$ cat config.mk
export PLATFORM = sky130hd
export DESIGN_NAME = ps2_rx
export DESIGN_NICKNAME = d
export VERILOG_FILES = /design/src/rtl/ps2_rx_pkg.sv /design/src/rtl/ps2_edge_sync.sv /design/src/rtl/ps2_rx.sv
export SDC_FILE = /design/constraint.sdc
export NUM_CORES = 1
export LEC_CHECK = 0
export CAP_MARGIN = 30
export CORE_AREA = 2 2 61 63
export CTS_BUF_LIST = sky130_fd_sc_hd__clkbuf_4
export CTS_CLUSTER_SIZE = 16
export DETAILED_ROUTE_END_ITERATION = 10
export DIE_AREA = 0 0 63 65
export GPL_TIMING_DRIVEN = 0
export PLACE_DENSITY = 0.83
export SYNTH_ARGS = -nofsm -noshare
export SYNTH_HDL_FRONTEND = slang
export SYNTH_SLANG_ARGS = --single-unit
$ cat constraint.sdc
create_clock -name clk -period 5.5 [get_ports clk]
set_input_delay 0.55 -clock clk [delete_from_list [all_inputs] [get_ports clk]]
set_output_delay 0.55 -clock clk [all_outputs]
set_load 0.005 [all_outputs]
$ cat src/rtl/ps2_rx_pkg.sv
// ============================================================================
// Module   : ps2_rx_pkg
// Brief    : Shared PS/2 definitions (state encodings, frame constants).
// Revision : 1.0 - initial release
// ============================================================================
`default_nettype none

`ifndef PS2_DEFS_SV
`define PS2_DEFS_SV

package ps2_rx_pkg;

  typedef enum logic [1:0] {
    IDLE   = 2'd0,
    DATA   = 2'd1,
    PARITY = 2'd2,
    STOP   = 2'd3
  } ps2_state_e;

  localparam int         PS2_DATA_BITS      = 8;
  // Break prefix is consumed by the downstream make/break stage.
  localparam logic [7:0] PS2_SCANCODE_BREAK = 8'hF0;

endpackage

`endif

`default_nettype wire

$ cat src/rtl/ps2_edge_sync.sv
// ============================================================================
// Module   : ps2_edge_sync
// Brief    : Synchronizes the PS/2 pins and produces a one-cycle falling-edge
//            strobe. Optional debounce of the clock pin: PS2_RX_GLITCH_FILTER_EN.
// Revision : 1.0 - initial release
// ============================================================================
`default_nettype none

module ps2_edge_sync #(
  parameter int SYNC_STAGES = 2
) (
  input  logic clk,
  input  logic i_sclr,
  input  logic i_ps2_clk,
  input  logic i_ps2_data,
  output logic o_data_s,
  output logic o_fall
);

  logic [SYNC_STAGES-1:0] clk_sync_q, clk_sync_d;
  logic [SYNC_STAGES-1:0] data_sync_q, data_sync_d;
  logic                   prev_q, prev_d;
  logic                   clk_s;
  logic                   clk_lvl;

  assign clk_s    = clk_sync_q[SYNC_STAGES-1];
  assign o_data_s = data_sync_q[SYNC_STAGES-1];

`ifdef PS2_RX_GLITCH_FILTER_EN
  logic       deb_q, deb_d;
  logic [1:0] deb_cnt_q, deb_cnt_d;

  // The debounced level only follows clk_s once it has differed for 4 cycles.
  always_comb begin
    deb_d     = deb_q;
    deb_cnt_d = 2'd0;
    if (clk_s != deb_q) begin
      if (deb_cnt_q == 2'd3) begin
        deb_d = clk_s;
      end else begin
        deb_cnt_d = deb_cnt_q + 2'd1;
      end
    end
  end

  always_ff @(posedge clk) begin
    if (i_sclr) begin
      deb_q     <= 1'b1;
      deb_cnt_q <= 2'd0;
    end else begin
      deb_q     <= deb_d;
      deb_cnt_q <= deb_cnt_d;
    end
  end

  assign clk_lvl = deb_q;
`else
  assign clk_lvl = clk_s;
`endif

  always_comb begin
    clk_sync_d  = {clk_sync_q[SYNC_STAGES-2:0], i_ps2_clk};
    data_sync_d = {data_sync_q[SYNC_STAGES-2:0], i_ps2_data};
    prev_d      = clk_lvl;
  end

  always_ff @(posedge clk) begin
    if (i_sclr) begin
      clk_sync_q  <= '1;
      data_sync_q <= '1;
      prev_q      <= 1'b1;
    end else begin
      clk_sync_q  <= clk_sync_d;
      data_sync_q <= data_sync_d;
      prev_q      <= prev_d;
    end
  end

  assign o_fall = prev_q & ~clk_lvl;

endmodule

`default_nettype wire

$ cat src/rtl/ps2_rx.sv
// ============================================================================
// Module   : ps2_rx
// Brief    : PS/2 device-to-host frame receiver with parity/stop/timeout
//            checking. Optional clock debounce: PS2_RX_GLITCH_FILTER_EN.
// Revision : 1.0 - initial release
// ============================================================================
`default_nettype none

module ps2_rx
  import ps2_rx_pkg::*;
#(
  parameter int SYNC_STAGES    = 2,
  parameter int TIMEOUT_CYCLES = 50000
) (
  input  logic       clk,
  input  logic       i_sclr,
  input  logic       i_ps2_clk,
  input  logic       i_ps2_data,
  output logic [7:0] o_byte,
  output logic       o_byte_en,
  output logic       o_frame_err
);

  localparam int             TW      = (TIMEOUT_CYCLES > 2) ? $clog2(TIMEOUT_CYCLES) : 1;
  localparam logic [TW-1:0]  TO_LAST = TW'(TIMEOUT_CYCLES - 1);
  localparam logic [2:0]     LAST_BIT = 3'(PS2_DATA_BITS - 1);

  logic data_s;
  logic fall;

  ps2_edge_sync #(
    .SYNC_STAGES (SYNC_STAGES)
  ) u_edge_sync (
    .clk        (clk),
    .i_sclr     (i_sclr),
    .i_ps2_clk  (i_ps2_clk),
    .i_ps2_data (i_ps2_data),
    .o_data_s   (data_s),
    .o_fall     (fall)
  );

  ps2_state_e    state_q, state_d;
  logic [2:0]    bit_cnt_q, bit_cnt_d;
  logic [TW-1:0] to_cnt_q, to_cnt_d;
  logic [7:0]    sr_q, sr_d;
  logic          par_q, par_d;
  logic [7:0]    byte_q, byte_d;
  logic          byte_en_q, byte_en_d;
  logic          frame_err_q, frame_err_d;

  always_comb begin
    state_d     = state_q;
    bit_cnt_d   = bit_cnt_q;
    to_cnt_d    = to_cnt_q;
    sr_d        = sr_q;
    par_d       = par_q;
    byte_d      = byte_q;
    byte_en_d   = 1'b0;
    frame_err_d = 1'b0;

    // A fall in the terminal-count cycle takes priority over the timeout.
    if (fall) begin
      to_cnt_d = '0;
      unique case (state_q)
        IDLE: begin
          if (!data_s) begin
            state_d   = DATA;
            bit_cnt_d = 3'd0;
          end
        end
        DATA: begin
          sr_d      = {data_s, sr_q[7:1]};
          bit_cnt_d = bit_cnt_q + 3'd1;
          if (bit_cnt_q == LAST_BIT) begin
            state_d = PARITY;
          end
        end
        PARITY: begin
          par_d   = data_s;
          state_d = STOP;
        end
        STOP: begin
          state_d = IDLE;
          if (data_s && (^{sr_q, par_q})) begin
            byte_d    = sr_q;
            byte_en_d = 1'b1;
          end else begin
            frame_err_d = 1'b1;
          end
        end
        default: state_d = IDLE;
      endcase
    end else if (state_q != IDLE) begin
      if (to_cnt_q == TO_LAST) begin
        state_d     = IDLE;
        to_cnt_d    = '0;
        frame_err_d = 1'b1;
      end else begin
        to_cnt_d = to_cnt_q + 1'b1;
      end
    end
  end

  always_ff @(posedge clk) begin
    if (i_sclr) begin
      state_q     <= IDLE;
      bit_cnt_q   <= 3'd0;
      to_cnt_q    <= '0;
      sr_q        <= 8'h00;
      par_q       <= 1'b0;
      byte_q      <= 8'h00;
      byte_en_q   <= 1'b0;
      frame_err_q <= 1'b0;
    end else begin
      state_q     <= state_d;
      bit_cnt_q   <= bit_cnt_d;
      to_cnt_q    <= to_cnt_d;
      sr_q        <= sr_d;
      par_q       <= par_d;
      byte_q      <= byte_d;
      byte_en_q   <= byte_en_d;
      frame_err_q <= frame_err_d;
    end
  end

  assign o_byte      = byte_q;
  assign o_byte_en   = byte_en_q;
  assign o_frame_err = frame_err_q;

endmodule

`default_nettype wire

-- After elaboration in Yosys (flattened, before gate mapping)
Cells that the tools add are included.
- register bits after elaboration: 45
- logic and storage cells: 54
- output and inout bits: 10
- bitwise operators: 4
- add/sub/neg operators: 2
- reduce and logical (&&, ||, !) cells: 14
- multiplexer cells: 15
- equal/unequal tests: 8
- operators by type and width (operator ; count):
    $add 16x1->16 const B ; 1
    $eq 16x16->1 const B ; 1
    $mux 16 ; 1
    $mux 2 ; 5
    $reduce_xor 9->1 ; 1
    $pmux 2 s4 ; 1
    $reduce_bool 2->1 ; 4
    $mux 1 ; 6
    $ne 3x3->1 const B ; 2
    $pmux 3 s2 ; 1
    $reduce_and 3->1 ; 2
    $eq 2x2->1 const B ; 2
    $reduce_and 2->1 ; 2
    $reduce_and 4->1 ; 1
    $add 3x1->3 const B ; 1
    $eq 3x3->1 const B ; 1
    $mux 3 ; 1
    $not 1->1 ; 3
    $reduce_or 3->1 ; 1
    $eq 2x1->1 const B ; 1
    $logic_not 2->1 ; 1
    $ne 2x2->1 const B ; 1
    $reduce_or 2->1 ; 1
    $and 1x1->1 ; 1
    $logic_and 1x1->1 ; 1

-- Longest topological paths before layout
Gate-level depths: netlist (run 1).
- depth in word-level cells: 5
- depth in mapped cells: 8
- depth with buffers taken out: 6

-- Hierarchy
A second synthesis (run 1) with hierarchy kept.
- cell total of the unflattened synthesis: 211
- area total of the unflattened synthesis: 1946.9 um^2
- by module, submodules not included (module ; times used ; area each (um^2) ; seq. area each (um^2) ; cells each):
    ps2_rx ; 1 ; 1809.2 ; 800.8 ; 200
    ps2_edge_sync ; 1 ; 137.6 ; 100.1 ; 11

-- Least setup slack after synthesis (run 1)
Ideal clock, no wire load.
- path type: flip-flop to flip-flop
- start: register state_q[0]
- end: register to_cnt_q[12]
- library setup time: 0.070 ns
- arrival: 1.723 ns
- stages on the path, launching flop included: 7
- period minus slack after synthesis: 1.792 ns
- path slack: 3.708 ns
- path through: dfxtp_1 > inv_1 > ha_1 > nand3b_1 > or4_1 > or3_1 > a21oi_1
- longest elaborated chain between the ends: 1
- ends and longest elaborated chain (item ; line ; RTL):
    from (decl) ; ps2_rx.sv:42 ; ps2_state_e state_q, state_d;
    from (signal assigned) ; ps2_rx.sv:115 ; state_q <= state_d;
    $reduce_bool 2->1 ; ps2_rx.sv:93 ; end else if (state_q != IDLE) begin
    to (signal assigned) ; ps2_rx.sv:117 ; to_cnt_q <= to_cnt_d;
    to (decl) ; ps2_rx.sv:44 ; logic [TW-1:0] to_cnt_q, to_cnt_d;
Every way passes these cells.
A chain may end at the register's enable or synchronous reset.

-- Worst setup path in the final report (run 1)
- start: register state_q[0]
- end: register to_cnt_q[4]
The elaborated chain is that of the path after synthesis.

==> results of run 1 <==
flip-flops by register name, summed over array words and instances (netlist names):
name / cells
o_byte: 8
sr_q: 8
o_frame_err: 1
u_edge_sync.data_sync_q: 2
par_q: 1
u_edge_sync.prev_q: 1
u_edge_sync.clk_sync_q: 2
state_q: 2
bit_cnt_q: 3
o_byte_en: 1
to_cnt_q: 16
power breakdown:
group          total, uW  switching [uW]  internal, uW  leakage [uW]
Sequential           329            1.42           328      0.000363
Combinational       19.4            10.7          8.75      0.000443
Clock                195             102          92.6     0.0000410
cells in the mapped netlist (all sizes together) (2+ instances only):
master,n
nor4,2
nor3,4
ha,7
xor2,3
nor2b,3
nand4,4
inv,8
nor2,23
nand3b,2
nand2,11
a22oi,2
dfxtp,45
buf,3
or4,3
or3,5
or2,7
nand2b,21
o21ai,6
a21oi,9
nand4b,5
o211ai,2
xnor2,11
mux2i,18
nand3,5
nor3b,2
clkbuf,7
per-stage QoR:
step,hold WS [ps],total power [uW],cells,setup WS (ps)
2_1_floorplan,389,349,228,3710
3_3_place_gp,392,356,289,3460
3_5_place_dp,395,356,289,3440
4_1_cts,425,549,296,3440
5_1_grt,433,564,296,3280
6_report,423,543,296,3420
kinds of logic after synthesis:
logic type / count (synthesis) / share of synthesized area [%]
buf+inv: 18 / 3.71
fa+ha+maj: 7 / 4.05
simple gates: 100 / 27.0
xor+xnor: 16 / 7.82
flops: 45 / 41.7
compound gates: 24 / 6.83
mux: 18 / 8.92
worst max-delay path, delay by kind of cell, from the launching register on:
| family | cells | cell delay, ps |
|---|---|---|
| flops | 1 | 410 |
| buf+inv | 3 | 370 |
| fa+ha+maj | 1 | 260 |
| simple gates | 4 | 950 |
metal layers:
metal  up-vias  track usage (%)  share of wire [%]
met5         -                0                  0
met4         0             8.33                1.8
met3         5             5.21                3.1
met2        25             36.0                 48
met1       750             25.2                 47
li1        822                -                  -
worst paths after layout:
kind | startpoint | to | slack, ps | depth (start not counted)
worst min-delay path | u_edge_sync.clk_sync_q[0]$_SDFF_PP1_ | u_edge_sync.clk_sync_q[1]$_SDFF_PP1_ | 420 | 1
worst max-delay path | state_q[0]$_SDFFE_PP0P_ | to_cnt_q[4]$_SDFFE_PP0N_ | 3420 | 8
worst min register to register | u_edge_sync.clk_sync_q[0]$_SDFF_PP1_ | u_edge_sync.clk_sync_q[1]$_SDFF_PP1_ | 420 | 1
worst max register to register | state_q[0]$_SDFFE_PP0P_ | to_cnt_q[4]$_SDFFE_PP0N_ | 3420 | 8
cell type report:
type,instances,area share (%)
repair buffers,13,5.37
multi-input cells,165,48.7
inverters,8,1.24
well taps,48,2.48
flip-flops and latches,45,37.2
plain buffers,10,2.07
clock inverters,2,1.45
clock buffers,5,1.55
placed cells by master, fill, tap and decap left out, types with 5 or more instances in the layout:
cell and count:
sky130_fd_sc_hd__xnor2_1 11, sky130_fd_sc_hd__o21ai_0 6, sky130_fd_sc_hd__or2_2 7, sky130_fd_sc_hd__clkdlybuf4s50_1 13, sky130_fd_sc_hd__nand2b_1 21, sky130_fd_sc_hd__nand4b_1 5, sky130_fd_sc_hd__mux2i_1 17, sky130_fd_sc_hd__ha_1 7
sky130_fd_sc_hd__or3_1 5, sky130_fd_sc_hd__clkbuf_1 7, sky130_fd_sc_hd__nand2_1 11, sky130_fd_sc_hd__a21oi_1 9, sky130_fd_sc_hd__clkbuf_4 5, sky130_fd_sc_hd__nor2_1 23, sky130_fd_sc_hd__dfxtp_1 45, sky130_fd_sc_hd__inv_1 8
==> parameters.txt, run 1 <==
Parameter                              Value

Worst setup path
  Slowest cell delay on critical path    420 ps
  Worst Path Max Fanout    10
  Arr. time, crit path    roughly 2300 ps
  Element type at the critical path start    flop
  Cell chain of the critical path    inv_1 > ha_1 > nand4b_1 > nor4_2 > or3_1 > buf_4 > buf_6 > nor2_1
  Master of the slowest instance on the critical path    sky130_fd_sc_hd__nor4_2
  Data required time at the worst endpoint    5750 ps
  Worst setup path class    flop to flop
  Sort of element at the end of the critical path    flop

Timing
  Slew headroom    58.2%
  Fraction of the cycle the final worst path needs    37.9%
  Number of hold-slack violations in the final timing report    0
  Fmax    480 MHz
  Worst Skew    8.93 ps
  Slew at the pin closest to its max-slew limit    621 ps
  Setup repair after global routing missed its margin    no
  Final Max Slew Viols    0
  Total Neg Setup Slack    0 ps
  Count of final setup violators    0
  Final critical-path required period    2080 ps

Die
  Height of the chip    65 um
  Area of the die    between 4000 and 5000 um2
  Top-level I/O count    14
  Overall die width    between 60 and 70 um
  Effective utilization at floorplan    between 60 and 70%
  Num rows    22
  Placeable core region    3500 um2

Yosys
  Synth Instances    228
  Avg Cell Area, Syn    9.48 um2
  Number of synthesized flops with an enable pin    0
  Synthesis warning total    0
  Largest area contributor in the synthesized netlist    sky130_fd_sc_hd__dfxtp_1
  Flop and latch count out of synthesis    45
  Net count after synthesis    239
  Sequential-to-total area share from yosys stat    a little over two fifths
  Proportion of netlist area held by the largest area contributor    41.7%
  Main synth FF type    sky130_fd_sc_hd__dfxtp_1
  Unique masters post-synth    42
  Async set-or-reset flop fraction in the synthesized netlist    0%
  Cell area after technology mapping    approximately 2200 um2
  Leading cell types by total area after synthesis    sky130_fd_sc_hd__dfxtp_1 (42%), sky130_fd_sc_hd__mux2i_1 (7.9%), sky130_fd_sc_hd__nand2b_1 (6.1%)

Pwr
  Power density over the cells    224 nW/um2
  Static power due to leakage    ~0.00085 uW
  IR drop worst, VDD    0.000184 V

CTS
  CTS clk-pin slew, worst paths    approximately 120 ps
  TritonCTS clock tree    built
  Buffers inserted during post-CTS setup optimization    0
  H-Tree Depth    2
  Cts repair resizes    0
  Number of clock sinks    45
  Root buffer cell    sky130_fd_sc_hd__clkbuf_4
  Clk_lat worst skew    roughly 350 ps
  Total clock buffers created by CTS    5
  Hold buffer count at CTS    0
  Bufs on Longest Clock Path    2

Finish
  Footprint of the flip-flops and latches    901 um2
  Share of cells above drive strength 1    a little over 9%
  Count of fill cells added during filler insertion    303
  Layout Nets    259
  Layout Area Growth over Synthesis    12.2%
  End-of-flow core utilization    69.3%
  Final Instance Area    2420 um2
  Ant diodes    0
  Combined area of the multi-input logic cells    1180 um2

Place
  Placed cell areas    ~2400 um2
  Number of buffers added on ports    13
  Dpl hpwl    2800 um
  Routability congestion estimate    0.829

Flow run
  # Max-Cap Violations    0

Min path
  Path type of the worst min-delay path    flop to flop

Route
  Vias per std cell    5.41
  Count of nets left with antenna violations after detail routing    0
  Post-route DRC    0
  Detailed router's first-iteration violation count    around 80
  Detailed-router iteration count before antenna repair    4
  Post-detailed-route wirelength per cell    12.9 um
  Vias post-DR    1602
  Final wirelength    3820 um

Global route
  Global route total overflow    0
  Pin count of the biggest net entering global routing    14
  Initial antenna violation count    0
  Wire length of the first global-routing pass    6680 um
  Overall routing resource usage    21.0%
  Via count of the first global-routing pass    1481

Status
  Run status    complete, no violations
Note: power is estimated with default switching activity, not from simulation.
==> inputs of run 2 (changes only) <==
--- a/config.mk
+++ b/config.mk
@@ -6,13 +6,13 @@
 export NUM_CORES = 1
 export LEC_CHECK = 0
 export CAP_MARGIN = 30
-export CORE_AREA = 2 2 61 63
+export CORE_AREA = 2 2 66 68
 export CTS_BUF_LIST = sky130_fd_sc_hd__clkbuf_4
 export CTS_CLUSTER_SIZE = 16
 export DETAILED_ROUTE_END_ITERATION = 10
-export DIE_AREA = 0 0 63 65
+export DIE_AREA = 0 0 68 70
 export GPL_TIMING_DRIVEN = 0
-export PLACE_DENSITY = 0.83
+export PLACE_DENSITY = 0.75
 export SYNTH_ARGS = -nofsm -noshare
 export SYNTH_HDL_FRONTEND = slang
 export SYNTH_SLANG_ARGS = --single-unit
==> constraint.sdc (replaced) <==
create_clock -name clk -period 1.87 [get_ports clk]
set_input_delay 0.187 -clock clk [delete_from_list [all_inputs] [get_ports clk]]
set_output_delay 0.187 -clock clk [all_outputs]
set_load 0.005 [all_outputs]
==> run 2 against run 1 <==
  * Flip-flop and latch count did not move
  * Largest power group unchanged
  * Sequential share of layout area is 2.0 points lower
  * Total power rose to 2.8 times the previous value
  * Combinational power increased to 3.8 times the previous value
  * Sequential power rose to 2.9 times the previous value
  * Setup slack worse by 3400 ps
  * Clock power increased by 140%
  * Via count grew 1.8%
  * Non-clock buffer count increased by 11
  * Highest routed layer unchanged
  * Cell area is 7.1% higher
  * Global-route usage decreased by 2.8 points
  * Register-to-register slack worse by 3400 ps
  * Critical path type unchanged
==> parameters.txt, run 2 (synthesis gave the netlist of run 1 again) <==
Parameter                              Value

Die
  Placeable core region    4140 um2 (+19%)
  Top-level I/O count    14 (unchanged)
  Num rows    24 (+9.1%)
  Area of the die    4760 um2 (+16%)
  Height of the chip    70 um (+7.7%)
  Overall die width    68 um (+7.9%)
  Effective utilization at floorplan    52.1% (-9.7 points)

Timing
  Number of hold-slack violations in the final timing report    0 (unchanged)
  Final Max Slew Viols    0 (unchanged)
  Setup repair after global routing missed its margin    yes
  Total Neg Setup Slack    0 ps (unchanged)
  Slew at the pin closest to its max-slew limit    619 ps (-2.40 ps)
  Fraction of the cycle the final worst path needs    99.6% (+62 points)
  Count of final setup violators    0 (unchanged)
  Slew headroom    58.4% (+0.16 points)
  Worst setup slack after layout    7.83 ps (-3410 ps)
  Final critical-path required period    1860 ps (-220 ps)
  Worst slack on hold paths    380 ps (-42.5 ps)
  Fmax    537 MHz (+12%)
  Worst Skew    10.6 ps (+1.68 ps)

Finish
  Max FFs per register    16 (unchanged)
  Register containing the most flip-flops in the final layout    to_cnt_q
  Share of cells above drive strength 1    19.6% (+10 points)
  Most frequent standard cell in the layout excluding fill and tap cells    sky130_fd_sc_hd__dfxtp_1
  Most frequent cells in the layout    sky130_fd_sc_hd__dfxtp_1 (39), sky130_fd_sc_hd__nand2b_1 (21), sky130_fd_sc_hd__nor2_1 (21), sky130_fd_sc_hd__mux2i_1 (17), sky130_fd_sc_hd__clkdlybuf4s50_1 (13)
  Layout Nets    270 (+4.2%)
  Ant diodes    0 (unchanged)
  Layout Area Growth over Synthesis    20.2%

Route
  Vias per std cell    5.23 (-3.4%)
  Post-detailed-route wirelength per cell    12.7 um (-1.5%)
  Detailed router's first-iteration violation count    57 (-30%)
  Vias post-DR    1631 (+1.8%)
  Final wirelength    3970 um (+3.8%)
  Count of nets left with antenna violations after detail routing    0 (unchanged)
  Detailed-router iteration count before antenna repair    4 (unchanged)
  Post-route DRC    0 (unchanged)

Worst setup path
  Number of cells traversed by the worst register-to-register path    4 (-4)
  Worst Path Max Fanout    3 (-7)
  Destination of the worst register-to-register timing path    state_q[0]$_SDFFE_PP0P_
  Arr. time, crit path    2100 ps (-240 ps)
  Sort of element at the end of the critical path    flop
  Data required time at the worst endpoint    2110 ps (-3640 ps)
  Critical R2R Launch    to_cnt_q[10]$_SDFFE_PP0N_
  Worst setup path class    flop to flop
  Element type at the critical path start    flop
  Minimum setup slack among reg-to-reg paths    8 ps (-3410 ps)

Pwr
  Switching power of the nets    351 uW (+210%)
  Combinational fraction of design power    4.9% (+1.3 points)
  Power share of the sequential group    64.0% (+3.4 points)
  Clock network power share    31.1% (-4.7 points)
  Static power due to leakage    0.000937 uW (+11%)
  Switching share of power    23.3% (+2.3 points)
  IR drop worst, VDD    0.000355 V (+93%)
  Internal    1160 uW (+170%)
  Total power of the final layout    1510 uW (+180%)
  Power density over the cells    581 nW/um2 (+160%)

CTS
  Bufs on Longest Clock Path    2 (unchanged)
  Total clock buffers created by CTS    5 (unchanged)
  CTS clk-pin slew, worst paths    120 ps (about the same)
  Root buffer cell    sky130_fd_sc_hd__clkbuf_4
  Number of clock sinks    45 (unchanged)
  TritonCTS clock tree    built
  Hold buffer count at CTS    0 (unchanged)
  H-Tree Depth    2 (unchanged)
  Clk_lat worst skew    370 ps (+20 ps)

Min path
  Terminating pin of the worst hold path    u_edge_sync.data_sync_q[0]$_SDFF_PP1_
  Hold path startpoint    i_ps2_data
  Path type of the worst min-delay path    input pin to flop
  Worst Hold Depth    2 (+1)

Global route
  Initial antenna violation count    0 (unchanged)
  Wire length of the first global-routing pass    6620 um (-0.93%)
  Via count of the first global-routing pass    1491 (+0.68%)
  Overall routing resource usage    18.2% (-2.8 points)
  Global route total overflow    0 (unchanged)
  Pin count of the biggest net entering global routing    14 (unchanged)

Place
  Routability congestion estimate    0.794 (-4.2%)
  Number of buffers added on ports    13 (unchanged)
  Placement Setup Slack    -131 ps (-3570 ps)
  Dpl hpwl    2690 um (-4.2%)

Status
  Run status    complete, no violations

Flow run
  # Max-Cap Violations    0 (unchanged)
[run 2: repair_timing]
item	CTS	global route
gates resized for setup	9	15
endpoints found under the setup margin	16	28
buffers inserted	3	7
gates cloned	0	1
pin swaps	1	8
[run 2: power groups by stage]
| stage | registers (uW) | logic, uW | clock network, uW |
|---|---|---|---|
| final | 965 | 74.1 | 469 |
| after global routing | 966 | 81.4 | 517 |
| after detailed placement | 989 | 56.9 | 0 |
| after floorplan | 988 | 39.8 | 0 |
| after CTS | 968 | 58.6 | 481 |
| after global placement | 989 | 57.0 | 0 |
[run 2: critical path, cell delays in order, from the launching register on]
cell and delay (ps):
sky130_fd_sc_hd__dfxtp_4 370, sky130_fd_sc_hd__or4b_4 560, sky130_fd_sc_hd__or4_4 540, sky130_fd_sc_hd__o211ai_1 200
sky130_fd_sc_hd__a21oi_1 80
[run 2: stage by stage]
step                instances  instance area (um2)  utilization, %
finish                    312                 2600            62.7
global placement          293                 2360            56.9
detailed placement        293                 2360            56.9
global route              312                 2600            62.7
floorplan                 228                 2160               -
CTS                       304                 2460            59.4
[run 2: worst max path at each step]
stage / start / endpoint / cells after the start
detailed placement: state_q[0]$_SDFFE_PP0P_ / to_cnt_q[15]$_SDFFE_PP0N_ / 6
global route: state_q[1]$_SDFFE_PP0P_ / to_cnt_q[9]$_SDFFE_PP0N_ / 9
floorplan: state_q[0]$_SDFFE_PP0P_ / to_cnt_q[12]$_SDFFE_PP0N_ / 6
CTS: state_q[1]$_SDFFE_PP0P_ / to_cnt_q[15]$_SDFFE_PP0N_ / 6
finish: to_cnt_q[10]$_SDFFE_PP0N_ / state_q[0]$_SDFFE_PP0P_ / 4
global placement: state_q[0]$_SDFFE_PP0P_ / to_cnt_q[12]$_SDFFE_PP0N_ / 6
[run 2: metal layers]
| metal | vias up | share of wire, % | global-route usage (%) |
|---|---|---|---|
| met1 | 747 | 49 | 23.2 |
| met2 | 29 | 45 | 28.6 |
| met4 | 0 | 1.6 | 7.33 |
| li1 | 849 | - | - |
| met5 | - | 0 | 0 |
| met3 | 6 | 4.4 | 5.31 |
[run 2: layout make-up]
class                           count  area [um2]
Fill cell                         367        1550
Multi-Input combinational cell    165        1230
Sequential cell                    45         913
Timing Repair Buffer               24         243
Tap cell                           52        65.1
Buffer                             10        58.8
Clock buffer                        6        45.0
Inverter                            8        30.0
Clock inverter                      2        10.0
==> inputs of run 3 (changes only) <==
--- a/config.mk
+++ b/config.mk
@@ -11,7 +11,6 @@
 export CTS_CLUSTER_SIZE = 16
 export DETAILED_ROUTE_END_ITERATION = 10
 export DIE_AREA = 0 0 68 70
-export GPL_TIMING_DRIVEN = 0
 export PLACE_DENSITY = 0.75
 export SYNTH_ARGS = -nofsm -noshare
 export SYNTH_HDL_FRONTEND = slang
==> constraint.sdc (replaced) <==
create_clock -name clk -period 1.87 [get_ports clk]
set_input_delay 0.2805 -clock clk [delete_from_list [all_inputs] [get_ports clk]]
set_output_delay 0.2805 -clock clk [all_outputs]
set_load 0.005 [all_outputs]
==> run 3 against run 2 <==
  * The run now ends with setup timing left
  * Routed wire length down 2.5%
  * Flip-flop and latch count unchanged
  * Cell count shrank 0.64%
  * Cell area is 0.19% lower
  * Critical path type unchanged
  * Critical endpoint unchanged
==> parameters.txt, run 3 (synthesis gave the netlist of run 1 again) <==
Parameter                              Value

Status
  Run status    finished with violations
  Violations in the final reports    setup timing

Worst setup path
  Cell chain of the critical path    or4b_4 > or4_4 > o211ai_1 > a21oi_1
  Sort of element at the end of the critical path    flop
  Element type at the critical path start    flop
  Worst Path Max Fanout    2 (-1)
  Worst path top cell family by delay    simple AND/OR/NAND/NOR gates
  First element of the critical path    to_cnt_q[10]$_SDFFE_PP0N_
  Worst setup path class    flop to flop
  Slowest cell delay on critical path    540 ps (-20 ps)
  Critical R2R Launch    to_cnt_q[10]$_SDFFE_PP0N_
  Count of buffer and inverter cells on the critical path    0 (unchanged)
  Arr. time, crit path    2110 ps (about the same)
  Data required time at the worst endpoint    2110 ps (about the same)
  Master of the slowest instance on the critical path    sky130_fd_sc_hd__or4b_4

Finish
  Footprint of the flip-flops and latches    906 um2 (-0.82%)
  Count of fill cells added during filler insertion    356 (-3.0%)
  Register containing the most flip-flops in the final layout    to_cnt_q
  Layout Nets    268 (-0.74%)
  Most frequent standard cell in the layout excluding fill and tap cells    sky130_fd_sc_hd__dfxtp_1
  Most frequent cells in the layout    sky130_fd_sc_hd__dfxtp_1 (41), sky130_fd_sc_hd__nor2_1 (23), sky130_fd_sc_hd__nand2b_1 (21), sky130_fd_sc_hd__mux2i_1 (17), sky130_fd_sc_hd__buf_4 (17)
  Ant diodes    0 (unchanged)
  Layout Area Growth over Synthesis    19.9%
  End-of-flow core utilization    62.5% (-0.12 points)
  Combined area of the multi-input logic cells    1190 um2 (-3.4%)
  Max FFs per register    16 (unchanged)
  Number of cells in the finished layout apart from fillers    310 (-0.64%)
  Share of cells above drive strength 1    18.2% (-1.4 points)

Route
  Detailed-router iteration count before antenna repair    4 (unchanged)
  Detailed router's first-iteration violation count    84 (+47%)
  Count of nets left with antenna violations after detail routing    0 (unchanged)
  Vias per std cell    5.23 (about the same)
  Final wirelength    3870 um (-2.5%)
  Post-route DRC    0 (unchanged)
  Post-detailed-route wirelength per cell    12.5 um (-1.9%)
  Vias post-DR    1620 (-0.67%)

Global route
  Global route total overflow    0 (unchanged)
  Via count of the first global-routing pass    1572 (+5.4%)
  Overall routing resource usage    18.6% (+0.31 points)
  Wire length of the first global-routing pass    6770 um (+2.3%)
  Initial antenna violation count    0 (unchanged)
  Pin count of the biggest net entering global routing    39 (+25)

CTS
  Bufs on Longest Clock Path    2 (unchanged)
  Total clock buffers created by CTS    5 (unchanged)
  Root buffer cell    sky130_fd_sc_hd__clkbuf_4
  CTS clk-pin slew, worst paths    120 ps (about the same)
  TritonCTS clock tree    built
  H-Tree Depth    2 (unchanged)
  Clk_lat worst skew    360 ps (about the same)
  Number of clock sinks    45 (unchanged)

Min path
  Hold path startpoint    u_edge_sync.clk_sync_q[0]$_SDFF_PP1_
  Path type of the worst min-delay path    flop to flop

Flow run
  # Max-Cap Violations    0 (unchanged)

Die
  Effective utilization at floorplan    52.1% (unchanged)
  Num rows    24 (unchanged)
  Area of the die    4760 um2 (unchanged)
  Height of the chip    70 um (unchanged)
  Placeable core region    4140 um2 (unchanged)
  Top-level I/O count    14 (unchanged)
  Overall die width    68 um (unchanged)

Timing
  Fraction of the cycle the final worst path needs    100% (+0.43 points)
  Slew headroom    75.4% (+17 points)
  Worst Skew    8.73 ps (-1.88 ps)
  Worst setup slack after layout    -0.175 ps (-8.01 ps)
  Number of hold-slack violations in the final timing report    0 (unchanged)
  Final Max Slew Viols    0 (unchanged)
  Final critical-path required period    1870 ps (+8.01 ps)
  Count of final setup violators    1 (+1)
  Slew at the pin closest to its max-slew limit    366 ps (-253 ps)
  Fmax    535 MHz (-0.43%)
  Setup repair after global routing missed its margin    yes

Place
  Dpl hpwl    2670 um (-0.57%)
  Number of buffers added on ports    13 (unchanged)
  Number of cells in the design after placement    300 (+2.4%)
  Routability congestion estimate    0.816 (+2.7%)

Pwr
  IR drop worst, VDD    0.000464 V (+30%)
  Power density over the cells    676 nW/um2 (+16%)
  Static power due to leakage    0.000942 uW (+0.52%)
-- run 3: cell count changes in the layout (fill, tap and decap cells not counted), moves of 2 or more --
cell                        before  now
sky130_fd_sc_hd__nor2_1         21   23
sky130_fd_sc_hd__clkbuf_1        6    0
sky130_fd_sc_hd__dfxtp_1        39   41
sky130_fd_sc_hd__dfxtp_4         2    0
sky130_fd_sc_hd__buf_4           9   17
sky130_fd_sc_hd__bufinv_16       0    2
-- run 3: routing by layer --
layer / up-vias / share of wire [%] / routed length (um) / global-route usage [%]
met5: - / 0 / 0 / 0
met4: 0 / 2.0 / 76 / 8.89
met3: 7 / 3.0 / 116 / 4.03
met2: 26 / 47 / 1810 / 28.7
met1: 744 / 48 / 1870 / 24.2
li1: 843 / - / - / -
-- run 3: final cells by class --
type | instances | share of cell area (%)
repair buffers | 32 | 11.5
multi-input cells | 165 | 45.9
well taps | 52 | 2.51
inverters | 8 | 1.16
clock buffers | 5 | 1.45
clock inverters | 3 | 2.51
flip-flops and latches | 45 | 35.0
-- run 3: through the flow --
stage	area [um2]	power, uW	hold WS [ps]	setup slack [ps]	setup TNS [ps]
floorplan	2160	1030	384	77.7	0
global placement	2460	1050	397	84.6	0
detailed placement	2460	1050	396	-19.6	-19.6
CTS	2570	1780	426	9.28	0
global route	2590	1830	439	-65.5	-104
finish	2590	1750	423	-0.175	-0.175
-- run 3: where the power goes --
group,internal [uW],total (uW),switching (uW)
combinational,28.2,59.1,30.9
clock,414,725,311
sequential,964,967,3.66
total,1410,1750,345
-- run 3: timing repair --
item	4_1_cts	5_1_grt
resized for setup	2	5
setup buffers	0	2
hold buffers	0	0
pin swaps	0	3
endpoints found under the setup margin	3	18
-- run 3: final timing paths --
kind	to	cells after the start	slack [ps]
hold / removal	u_edge_sync.clk_sync_q[1]$_SDFF_PP1_	1	420
hold reg to reg	u_edge_sync.clk_sync_q[1]$_SDFF_PP1_	1	420
setup reg to reg	state_q[0]$_SDFFE_PP0P_	4	-0.2
setup / recovery	state_q[0]$_SDFFE_PP0P_	4	-0.2
